**src/rtl/noc_credit_counter.sv**
```systemverilog
// noc_credit_counter
// Per-output-port credit tracker for the 5-port mesh router. Each port keeps a
// saturating count of free slots in the neighbouring router's input FIFO.
// The FCU grants an output only while that port's credit_en_o bit is high.
//
// Ports (bit order of every 5-bit vector: [0]=N [1]=S [2]=E [3]=W [4]=L)
//   clk              system clock, rising-edge
//   rst_n            asynchronous active-low reset
//   flit_sent_i      flit left on the port this cycle (consumes a credit)
//   credit_ret_i     downstream freed a slot this cycle (returns a credit)
//   err_clr_i        synchronous clear of both sticky error vectors
//   credit_en_o      port has at least one credit
//   credit_cnt_o     packed counters, port p at [p*CNT_W +: CNT_W]
//   err_underflow_o  sticky: flit sent with zero credits
//   err_overflow_o   sticky: credit returned with the count already full
module noc_credit_counter #(
    parameter int unsigned BUF_DEPTH = 4,
    parameter int unsigned CNT_W     = 3
) (
    input  logic                 clk,
    input  logic                 rst_n,
    input  logic [4:0]           flit_sent_i,
    input  logic [4:0]           credit_ret_i,
    input  logic                 err_clr_i,
    output logic [4:0]           credit_en_o,
    output logic [5*CNT_W-1:0]   credit_cnt_o,
    output logic [4:0]           err_underflow_o,
    output logic [4:0]           err_overflow_o
);

    localparam int unsigned NPORT = 5;
    localparam logic [CNT_W-1:0] DEPTH = CNT_W'(BUF_DEPTH);
    localparam logic [CNT_W-1:0] ONE   = CNT_W'(1);

    logic [NPORT*CNT_W-1:0] cnt_q;
    logic [NPORT*CNT_W-1:0] cnt_d;
    logic [NPORT-1:0]       en_d;
    logic [NPORT-1:0]       unf_d;
    logic [NPORT-1:0]       ovf_d;

    // Next-state: independent saturating counter per port plus sticky errors.
    // A clear is applied before the new events so a same-cycle set wins.
    always_comb begin
        cnt_d = cnt_q;
        en_d  = '0;
        unf_d = err_underflow_o & ~{NPORT{err_clr_i}};
        ovf_d = err_overflow_o  & ~{NPORT{err_clr_i}};
        for (int unsigned p = 0; p < NPORT; p++) begin
            unique case ({flit_sent_i[p], credit_ret_i[p]})
                2'b10: begin
                    if (cnt_q[p*CNT_W +: CNT_W] == '0) begin
                        unf_d[p] = 1'b1;
                    end else begin
                        cnt_d[p*CNT_W +: CNT_W] = cnt_q[p*CNT_W +: CNT_W] - ONE;
                    end
                end
                2'b01: begin
                    if (cnt_q[p*CNT_W +: CNT_W] == DEPTH) begin
                        ovf_d[p] = 1'b1;
                    end else begin
                        cnt_d[p*CNT_W +: CNT_W] = cnt_q[p*CNT_W +: CNT_W] + ONE;
                    end
                end
                default: ;  // send+return cancel, or idle
            endcase
            // Enable is registered from the next count so it always equals
            // (cnt != 0) of the counter register with no extra latency.
            en_d[p] = (cnt_d[p*CNT_W +: CNT_W] != '0);
        end
    end

    // State registers; reset fills every port with a full credit budget.
    always_ff @(posedge clk or negedge rst_n) begin
        if (!rst_n) begin
            cnt_q           <= {NPORT{DEPTH}};
            credit_en_o     <= (BUF_DEPTH != 0) ? {NPORT{1'b1}} : '0;
            err_underflow_o <= '0;
            err_overflow_o  <= '0;
        end else begin
            cnt_q           <= cnt_d;
            credit_en_o     <= en_d;
            err_underflow_o <= unf_d;
            err_overflow_o  <= ovf_d;
        end
    end

    assign credit_cnt_o = cnt_q;

endmodule

```
**config.mk**
```make
export PLATFORM = sky130hd
export DESIGN_NAME = noc_credit_counter
export DESIGN_NICKNAME = d
export VERILOG_FILES = /design/src/rtl/noc_credit_counter.sv
export SDC_FILE = /design/constraint.sdc
export NUM_CORES = 1
export LEC_CHECK = 0
export ABC_AREA = 0
export CAP_MARGIN = 20
export CORE_ASPECT_RATIO = 0.7
export CORE_MARGIN = 1.5
export CORE_UTILIZATION = 48
export CTS_BUF_LIST = sky130_fd_sc_hd__clkbuf_8
export DETAILED_ROUTE_END_ITERATION = 16
export PLACE_DENSITY_LB_ADDON = 0.1
export SETUP_SLACK_MARGIN = 0.5
export SYNTH_ARGS = -nofsm -noshare
export SYNTH_HDL_FRONTEND = slang
export SYNTH_SLANG_ARGS = --single-unit
```
**constraint.sdc**
```tcl
create_clock -name clk -period 1.85 [get_ports clk]
set_input_delay 0.185 -clock clk [delete_from_list [all_inputs] [get_ports clk]]
set_output_delay 0.185 -clock clk [all_outputs]
set_load 0.02 [all_outputs]
```
==> results_tabular.tex, run 1 <==
\begin{tabular}{lr}
\hline
Metric & Value \\
\hline
\multicolumn{2}{l}{\textbf{Die}} \\
\quad Die outline area & 0.004928 sq mm \\
\quad Cell row count & 20 \\
\quad Starting density of the core & 0.5000 \\
\quad Horizontal die dimension & 83.27 um \\
\quad I/O pin count & 43 \\
\quad Placeable core region & 0.004329 sq mm \\
\quad Vertical extent of the die & 59.19 um \\
\multicolumn{2}{l}{\textbf{Setup path}} \\
\quad Type of destination of the critical path & flop \\
\quad WP data arrival & 1.91 ns \\
\quad Critical path data required time & 2.04 ns \\
\quad Biggest fanout along the worst timing path & 7 \\
\quad Worst setup path class & flop to flop \\
\quad Critical Path Source Type & flop \\
\multicolumn{2}{l}{\textbf{Logic synthesis}} \\
\quad Share of synthesized area occupied by flip-flops and latches & 0.3526 \\
\quad Synthesized cell area & 0.002165 sq mm \\
\quad Number of distinct library cells after synthesis & 47 \\
\quad Average instance area after synthesis & 9.929 sq um \\
\quad Cell type contributing the most total cell area after synthesis & sky130\_fd\_sc\_hd\_\_dfrtp\_1 \\
\quad Leading register cell type out of synthesis & sky130\_fd\_sc\_hd\_\_dfrtp\_1 \\
\quad Register bit count reported by yosys & 30 \\
\quad Number of enable flip-flop cells after synthesis & 0 \\
\quad Syn\_nets & 256 \\
\quad Portion of synthesized cell area occupied by the leading cell type & 0.2312 \\
\quad Synthesized netlist cell count & 218 \\
\quad Total of warnings raised by yosys & 0 \\
\quad Share of flip-flops with an asynchronous set or reset & 1.000 \\
\quad Largest cells by area after synthesis & sky130\_fd\_sc\_hd\_\_dfrtp\_1, sky130\_fd\_sc\_hd\_\_ha\_1, sky130\_fd\_sc\_hd\_\_dfstp\_2 \\
\multicolumn{2}{l}{\textbf{Place}} \\
\quad Placer Congestion & 0.8086 \\
\quad Placement Cell Area & 0.002943 sq mm \\
\quad Total placed cells including tap cells & 338 \\
\quad Worst slack after detailed placement & -0.2089 ns \\
\quad Hpwl dp & 3.596 mm \\
\quad Count of input and output buffers & 42 \\
\multicolumn{2}{l}{\textbf{Clock tree}} \\
\quad Number of buffers added by the clock tree synthesis step & 5 \\
\quad Clock-pin slew on the worst setup and hold paths & 0.07 ns \\
\quad Maximum buffer depth of the clock tree & 2 \\
\quad Clock sink count & 30 \\
\quad H-tree levels & 2 \\
\quad Later-pin clock latency in the skew report & 0.28 ns \\
\quad CTS tree & yes \\
\quad Root buffer cell & sky130\_fd\_sc\_hd\_\_clkbuf\_8 \\
\multicolumn{2}{l}{\textbf{Timing}} \\
\quad Max Clk Rate & 581.6 MHz \\
\quad Worst Setup Slack, final & 0.1307 ns \\
\quad Clock skew & 0.006082 ns \\
\quad Count of final hold-check violations & 0 \\
\quad Setup repair after global routing missed its margin & true \\
\quad Final cycle utilization of the critical path & 0.9293 \\
\quad Relative slew slack & 0.7488 \\
\quad Post-layout min period & 1.719 ns \\
\quad Number of pins exceeding their max-slew limit in the final report & 0 \\
\quad Worst Tran Pin Value & 0.3769 ns \\
\quad Setup TNS & 0 ns \\
\quad Setup violation total in the final timing report & 0 \\
\multicolumn{2}{l}{\textbf{Pwr}} \\
\quad Leakage power summed over all cells & 1.656 nW \\
\quad Fraction of power consumed by combinational cells & 0.624 \\
\quad Overall power after layout & 4.742 mW \\
\quad Switching power of the nets & 1.888 mW \\
\quad Power density over the cells & 1363 mW/mm\^{}2 \\
\quad Internal power summed over all cells & 2.854 mW \\
\quad Part of the power in the clock network & 0.138 \\
\quad Switching part of the total & 0.3982 \\
\quad Highest ir drop seen on vdd & 0.9241 mV \\
\quad Portion of total power attributed to sequential cells & 0.238 \\
\multicolumn{2}{l}{\textbf{Detailed routing}} \\
\quad Starting DRT DRC Count & 122 \\
\quad Via density & 5.526 \\
\quad Vias after detailed routing & 2,111 \\
\quad Antenna-violating nets left & 0 \\
\quad Iteration count of the initial detailed-routing pass & 4 \\
\quad WL/cell & 16.09 um \\
\quad DRC violations left & 0 \\
\quad Total wire length after detailed routing & 6.145 mm \\
\multicolumn{2}{l}{\textbf{Global routing}} \\
\quad Wire length of the first global-routing pass & 9.508 mm \\
\quad Maximum number of pins on one net before global-route repair & 31 \\
\quad Sum of overflow across all layers after global routing & 0 \\
\quad Number of antenna violations at the first check in global routing & 0 \\
\quad All-layer global routing usage & 0.2439 \\
\quad Number of global-route vias before repair & 2,063 \\
\multicolumn{2}{l}{\textbf{Outcome}} \\
\quad Result of the run & finished, final reports clean \\
\multicolumn{2}{l}{\textbf{Cells and area}} \\
\quad Antenna diode count & 0 \\
\quad Fraction of layout instances using a drive strength above 1 & 0.5107 \\
\quad Non-filler instance count after layout & 382 \\
\quad Top library cells by usage in the layout, fill and taps aside & sky130\_fd\_sc\_hd\_\_buf\_4, sky130\_fd\_sc\_hd\_\_dlygate4sd2\_1, sky130\_fd\_sc\_hd\_\_inv\_1 \\
\quad Summed area of non-filler cells in the final layout & 0.003480 sq mm \\
\quad Final nets & 364 \\
\quad Area growth from synthesis to layout & 60.75\% \\
\quad Commonest non-fill, non-tap cell in the layout & sky130\_fd\_sc\_hd\_\_buf\_4 \\
\quad Filler cell count & 275 \\
\multicolumn{2}{l}{\textbf{Worst hold path}} \\
\quad Worst hold-check path type & input port to asynchronous set/reset pin \\
\multicolumn{2}{l}{\textbf{Job}} \\
\quad Max-cap check violation count & 0 \\
\hline
\end{tabular}
-- state kept, by name, summed over array words and instances (netlist names) --
| register | cells |
|---|---|
| err_overflow_o | 5 |
| credit_cnt_o | 15 |
| credit_en_o | 5 |
| err_underflow_o | 5 |
-- logic make-up (layout without fill, tap and decap cells) --
kind of cell | count (synthesis) | count (layout) | share of synthesized area
flops | 30 | 30 | 0.3526
xor+xnor | 3 | 3 | 0.01214
fa+ha+maj | 25 | 25 | 0.1445
buf+inv | 40 | 149 | 0.07918
compound gates | 65 | 65 | 0.2324
mux | 7 | 7 | 0.03468
simple gates | 48 | 48 | 0.1445
-- cells in the mapped netlist (2+ instances only) --
master and n:
sky130_fd_sc_hd__a22oi_1 5, sky130_fd_sc_hd__nor3b_1 4, sky130_fd_sc_hd__o21a_1 2, sky130_fd_sc_hd__and3b_1 2, sky130_fd_sc_hd__o32ai_1 3, sky130_fd_sc_hd__inv_1 31
sky130_fd_sc_hd__a211o_2 2, sky130_fd_sc_hd__nor3_1 2, sky130_fd_sc_hd__nand2_1 7, sky130_fd_sc_hd__or3b_1 4, sky130_fd_sc_hd__nand3b_1 5, sky130_fd_sc_hd__nor2b_1 5
sky130_fd_sc_hd__xnor2_1 3, sky130_fd_sc_hd__buf_6 2, sky130_fd_sc_hd__a221oi_1 2, sky130_fd_sc_hd__nand2b_1 6, sky130_fd_sc_hd__nand4b_1 2, sky130_fd_sc_hd__o21ai_0 10
sky130_fd_sc_hd__mux2_2 4, sky130_fd_sc_hd__or3_1 4, sky130_fd_sc_hd__a21o_1 3, sky130_fd_sc_hd__dfstp_2 10, sky130_fd_sc_hd__dfrtp_1 20, sky130_fd_sc_hd__ha_1 25
sky130_fd_sc_hd__mux2i_1 3, sky130_fd_sc_hd__or2b_1 2, sky130_fd_sc_hd__a21oi_1 13, sky130_fd_sc_hd__a32o_1 8, sky130_fd_sc_hd__nor2_1 3, sky130_fd_sc_hd__buf_2 5
sky130_fd_sc_hd__o221ai_1 5
-- power groups by stage --
| stage | Sequential [mW] | Combinational, mW | Clock, mW |
|---|---|---|---|
| 3_3_place_gp | 1.21 | 2.28 | 0 |
| 6_report | 1.13 | 2.96 | 0.652 |
| 3_5_place_dp | 1.21 | 2.32 | 0 |
| 2_1_floorplan | 1.39 | 1.39 | 0 |
| 4_1_cts | 1.12 | 2.72 | 0.660 |
| 5_1_grt | 1.15 | 3.15 | 0.690 |
-- cell type report --
class                           count  area (sq um)  share of cell area
Clock buffer                        5         68.82             0.01978
Clock inverter                      3         41.29             0.01187
Inverter                           32         137.6             0.03955
Multi-Input combinational cell    148          1505              0.4326
Sequential cell                    30         775.7              0.2229
Tap cell                           55         68.82             0.01978
Timing Repair Buffer              109         882.1              0.2535
-- what timing repair did --
action	CTS	global route
hold buffers	0	0
pin swaps	19	15
setup endpoints to repair	50	29
setup buffers	29	7
resized for setup	90	30
gates cloned	0	0
-- worst max-delay path, cell delays in order, from the launching register on --
cell	delay, ns
sky130_fd_sc_hd__dfrtp_2	0.42
sky130_fd_sc_hd__inv_4	0.07
sky130_fd_sc_hd__ha_4	0.18
sky130_fd_sc_hd__nand2b_4	0.14
sky130_fd_sc_hd__a221o_1	0.30
sky130_fd_sc_hd__a22o_1	0.22
sky130_fd_sc_hd__or3_1	0.31
-- stage by stage --
stage | hold slack [ns] | util
2_1_floorplan | -0.1106 | -
5_1_grt | 0.3300 | 0.8038
3_3_place_gp | 0.4763 | 0.6798
6_report | 0.2943 | 0.8038
4_1_cts | 0.3052 | 0.7809
3_5_place_dp | 0.4765 | 0.6798
-- metal layers --
layer  vias up  track usage  share of wire
met5         -            0              0
met2        51       0.4402           0.51
met4         0      0.06429         0.0055
li1       1018            -              -
met3         4      0.04178          0.035
met1      1038       0.3109           0.45
-- worst paths after layout --
kind	endpoint	slack (ns)	depth (start not counted)	startpoint
min	err_underflow_o[3]	0.29	2	rst_n
max reg2reg	credit_en_o[1]	0.13	6	credit_cnt_o[3]
min in group clk	err_overflow_o[2]	0.43	3	credit_ret_i[2]
max in group asynchronous	credit_cnt_o[8]	1.23	2	rst_n
max	credit_en_o[1]	0.13	6	credit_cnt_o[3]
min reg2reg	err_underflow_o[0]	0.49	1	err_underflow_o[0]
Power figures use the tool's default switching activity.
==> run 2: changes to the inputs <==
CORE_UTILIZATION = 58   (was 48)
clock period = 2.14 ns   (was 1.85 ns; I/O delays follow)
==> run 2 against run 1 <==
Register-to-register slack improved by 0.17 ns. Flip-flop and latch count did not move. Die area fell by 17%. Via count rose by 2.4%. Cell area fell by 7.6%. Worst setup slack improved by 0.17 ns. Sequential power fell by 9.7%. Clock-buffer cell count rose by 1. Critical path depth did not move. Routed wire length rose by 16%. Clock skew fell by 0.0018 ns. Sequential share of layout area rose by 1.8 points. Largest power group unchanged.
==> results_tabular.tex, run 2 (same netlist as run 1, synthesis figures left out) <==
\begin{tabular}{lr}
\hline
Metric & Value \\
\hline
\multicolumn{2}{l}{\textbf{Clock tree}} \\
\quad Clock sink count & 30 (unchanged) \\
\quad Clock-pin slew on the worst setup and hold paths & 0.07 ns (about the same) \\
\quad Later-pin clock latency in the skew report & 0.27 ns (was 0.28 ns) \\
\quad Maximum buffer depth of the clock tree & 2 (unchanged) \\
\quad CTS tree & yes (unchanged) \\
\quad Root buffer cell & sky130\_fd\_sc\_hd\_\_clkbuf\_8 (unchanged) \\
\quad Number of buffers added by the clock tree synthesis step & 5 (unchanged) \\
\quad H-tree levels & 2 (unchanged) \\
\multicolumn{2}{l}{\textbf{Timing}} \\
\quad Relative slew slack & 0.7422 (was 0.7488) \\
\quad Final cycle utilization of the critical path & 0.8580 (was 0.9293) \\
\quad Worst Tran Pin Value & 0.3866 ns (was 0.3769 ns) \\
\quad Number of pins exceeding their max-slew limit in the final report & 0 (unchanged) \\
\quad Setup repair after global routing missed its margin & true (unchanged) \\
\quad Setup TNS & 0 ns (unchanged) \\
\quad Setup violation total in the final timing report & 0 (unchanged) \\
\quad WHS & 0.3200 ns (was 0.2943 ns) \\
\quad Post-layout min period & 1.836 ns (was 1.719 ns) \\
\quad Max Clk Rate & 544.6 MHz (was 581.6 MHz) \\
\quad Count of final hold-check violations & 0 (unchanged) \\
\quad Clock skew & 0.004264 ns (was 0.006082 ns) \\
\multicolumn{2}{l}{\textbf{Detailed routing}} \\
\quad DRC violations left & 0 (unchanged) \\
\quad Total wire length after detailed routing & 7.127 mm (was 6.145 mm) \\
\quad Antenna-violating nets left & 0 (unchanged) \\
\quad Iteration count of the initial detailed-routing pass & 7 (was 4) \\
\quad Starting DRT DRC Count & 128 (was 122) \\
\quad Via density & 6.285 (was 5.526) \\
\quad Vias after detailed routing & 2,162 (was 2,111) \\
\quad WL/cell & 20.72 um (was 16.09 um) \\
\multicolumn{2}{l}{\textbf{Pwr}} \\
\quad Fraction of power consumed by combinational cells & 0.630 (was 0.624) \\
\quad Part of the power in the clock network & 0.116 (was 0.138) \\
\quad Switching power of the nets & 1.677 mW (was 1.888 mW) \\
\quad Switching part of the total & 0.4163 (was 0.3982) \\
\quad Portion of total power attributed to sequential cells & 0.254 (was 0.238) \\
\quad Leakage power summed over all cells & 1.445 nW (was 1.656 nW) \\
\quad Internal power summed over all cells & 2.352 mW (was 2.854 mW) \\
\quad Power density over the cells & 1253 mW/mm\^{}2 (was 1363 mW/mm\^{}2) \\
\quad Highest ir drop seen on vdd & 0.7558 mV (was 0.9241 mV) \\
\multicolumn{2}{l}{\textbf{Global routing}} \\
\quad Number of global-route vias before repair & 1,935 (was 2,063) \\
\quad Wire length of the first global-routing pass & 9.308 mm (was 9.508 mm) \\
\quad Maximum number of pins on one net before global-route repair & 31 (unchanged) \\
\quad All-layer global routing usage & 0.2979 (was 0.2439) \\
\quad Number of antenna violations at the first check in global routing & 0 (unchanged) \\
\quad Sum of overflow across all layers after global routing & 0 (unchanged) \\
\multicolumn{2}{l}{\textbf{Cells and area}} \\
\quad Final nets & 331 (was 364) \\
\quad Area used by sequential logic in the layout & 775.7 sq um (unchanged) \\
\quad Filler cell count & 134 (was 275) \\
\quad Fraction of layout instances using a drive strength above 1 & 0.3946 (was 0.5107) \\
\quad Antenna diode count & 0 (unchanged) \\
\quad Top library cells by usage in the layout, fill and taps aside & sky130\_fd\_sc\_hd\_\_buf\_4, sky130\_fd\_sc\_hd\_\_clkdlybuf4s50\_1, sky130\_fd\_sc\_hd\_\_inv\_1 (was sky130\_fd\_sc\_hd\_\_buf\_4, sky130\_fd\_sc\_hd\_\_dlygate4sd2\_1, sky130\_fd\_sc\_hd\_\_inv\_1) \\
\quad Commonest non-fill, non-tap cell in the layout & sky130\_fd\_sc\_hd\_\_buf\_4 (unchanged) \\
\quad Area taken by multi-input logic gates & 0.001463 sq mm (was 0.001505 sq mm) \\
\quad Area growth from synthesis to layout & 48.55\% (was 60.75\%) \\
\quad Largest register FFs & 15 (unchanged) \\
\quad Summed area of non-filler cells in the final layout & 0.003216 sq mm (was 0.003480 sq mm) \\
\multicolumn{2}{l}{\textbf{Setup path}} \\
\quad Worst setup path class & flop to flop (unchanged) \\
\quad Type of destination of the critical path & flop (unchanged) \\
\quad WP data arrival & 2.03 ns (was 1.91 ns) \\
\quad Biggest fanout along the worst timing path & 7 (unchanged) \\
\quad Critical Path Source Type & flop (unchanged) \\
\quad Worst-path cell with the longest stage delay & sky130\_fd\_sc\_hd\_\_dfrtp\_2 (unchanged) \\
\quad Register-to-register setup slack & 0.30 ns (was 0.13 ns) \\
\quad Critical path data required time & 2.33 ns (was 2.04 ns) \\
\quad Crit-path cells & inv\_2 > ha\_4 > nand2b\_1 > a211oi\_2 > a2111oi\_4 > or3\_1 (was inv\_4 > ha\_4 > nand2b\_4 > a221o\_1 > a22o\_1 > or3\_1) \\
\quad Number of buffers and inverters on the critical path & 1 (unchanged) \\
\quad Crit path max-delay family & simple AND/OR/NAND/NOR gates (was compound AO/OA/AOI/OAI gates) \\
\quad Maximum cell stage delay along the critical path & 0.44 ns (was 0.42 ns) \\
\multicolumn{2}{l}{\textbf{Place}} \\
\quad Count of input and output buffers & 42 (unchanged) \\
\quad Placement Cell Area & 0.002694 sq mm (was 0.002943 sq mm) \\
\quad Placer Congestion & 0.8590 (was 0.8086) \\
\quad Hpwl dp & 3.830 mm (was 3.596 mm) \\
\multicolumn{2}{l}{\textbf{Die}} \\
\quad Starting density of the core & 0.6122 (was 0.5000) \\
\quad Placeable core region & 0.003536 sq mm (was 0.004329 sq mm) \\
\quad Die outline area & 0.004113 sq mm (was 0.004928 sq mm) \\
\quad I/O pin count & 43 (unchanged) \\
\quad Horizontal die dimension & 76.02 um (was 83.27 um) \\
\quad Vertical extent of the die & 54.11 um (was 59.19 um) \\
\quad Cell row count & 18 (was 20) \\
\multicolumn{2}{l}{\textbf{Job}} \\
\quad Max-cap check violation count & 0 (unchanged) \\
\multicolumn{2}{l}{\textbf{Outcome}} \\
\quad Result of the run & finished, final reports clean (unchanged) \\
\multicolumn{2}{l}{\textbf{Worst hold path}} \\
\quad Worst hold-check path type & input port to asynchronous set/reset pin (unchanged) \\
\hline
\end{tabular}
-- run 2: cell count changes in the layout (fill, tap and decap cells not counted), sizes merged --
cell	previous run	this run
dlymetal6s2s	3	6
clkbuf	10	6
buf	70	34
clkdlybuf4s15	3	0
clkinvlp	1	0
clkdlybuf4s50	2	27
clkinv	1	2
bufinv	1	0
dlygate4sd2	26	9
-- run 2: repair_timing --
| item | in CTS | in global routing |
|---|---|---|
| setup endpoints to repair | 11 | 11 |
| hold buffers | 0 | 0 |
| resized for setup | 33 | 31 |
| setup buffers | 11 | 18 |
| cloned | 0 | 0 |
| pin swaps | 6 | 12 |
-- run 2: cell type report --
cell class / count / share of cell area
Clock inverter: 2 / 0.002724
Timing Repair Buffer: 76 / 0.2156
Multi-Input combinational cell: 148 / 0.4549
Clock buffer: 6 / 0.02568
Tap cell: 50 / 0.01946
Sequential cell: 30 / 0.2412
Inverter: 32 / 0.04047
-- run 2: path summary, 6_finish.rpt --
check | start | endpoint | depth (start not counted)
max | credit_cnt_o[4] | credit_en_o[1] | 6
min | rst_n | err_underflow_o[3] | 2
max reg2reg | credit_cnt_o[4] | credit_en_o[1] | 6
min reg2reg | err_overflow_o[0] | err_overflow_o[0] | 1
max in group asynchronous | rst_n | credit_en_o[1] | 2
min in group clk | credit_ret_i[3] | credit_cnt_o[10] | 3
-- run 2: power groups by stage --
stage	combinational [mW]	sequential, mW	clock [mW]
after detailed placement	1.85	1.05	0
final	2.54	1.02	0.466
after global placement	1.78	1.04	0
after floorplan	1.09	1.20	0
after global routing	2.68	1.04	0.493
after CTS	2.08	1.02	0.460
-- run 2: layer usage --
| metal | vias up | routed length [um] | global-route usage |
|---|---|---|---|
| met5 | - | 0 | 0 |
| met4 | 0 | 257 | 0.1173 |
| met3 | 33 | 608 | 0.05932 |
| met2 | 149 | 3373 | 0.5255 |
| met1 | 1035 | 2888 | 0.3729 |
| li1 | 945 | - | - |
-- run 2: metrics by stage --
stage          power [mW]  cells  setup WS [ns]    util
6_report            4.029    344         0.3038  0.9094
5_1_grt             4.205    344         0.2609  0.9094
4_1_cts             3.560    326         0.3582  0.8415
3_5_place_dp        2.898    307       0.005866  0.7619
3_3_place_gp        2.825    307         0.1503  0.7619
2_1_floorplan       2.291    218         0.4339       -
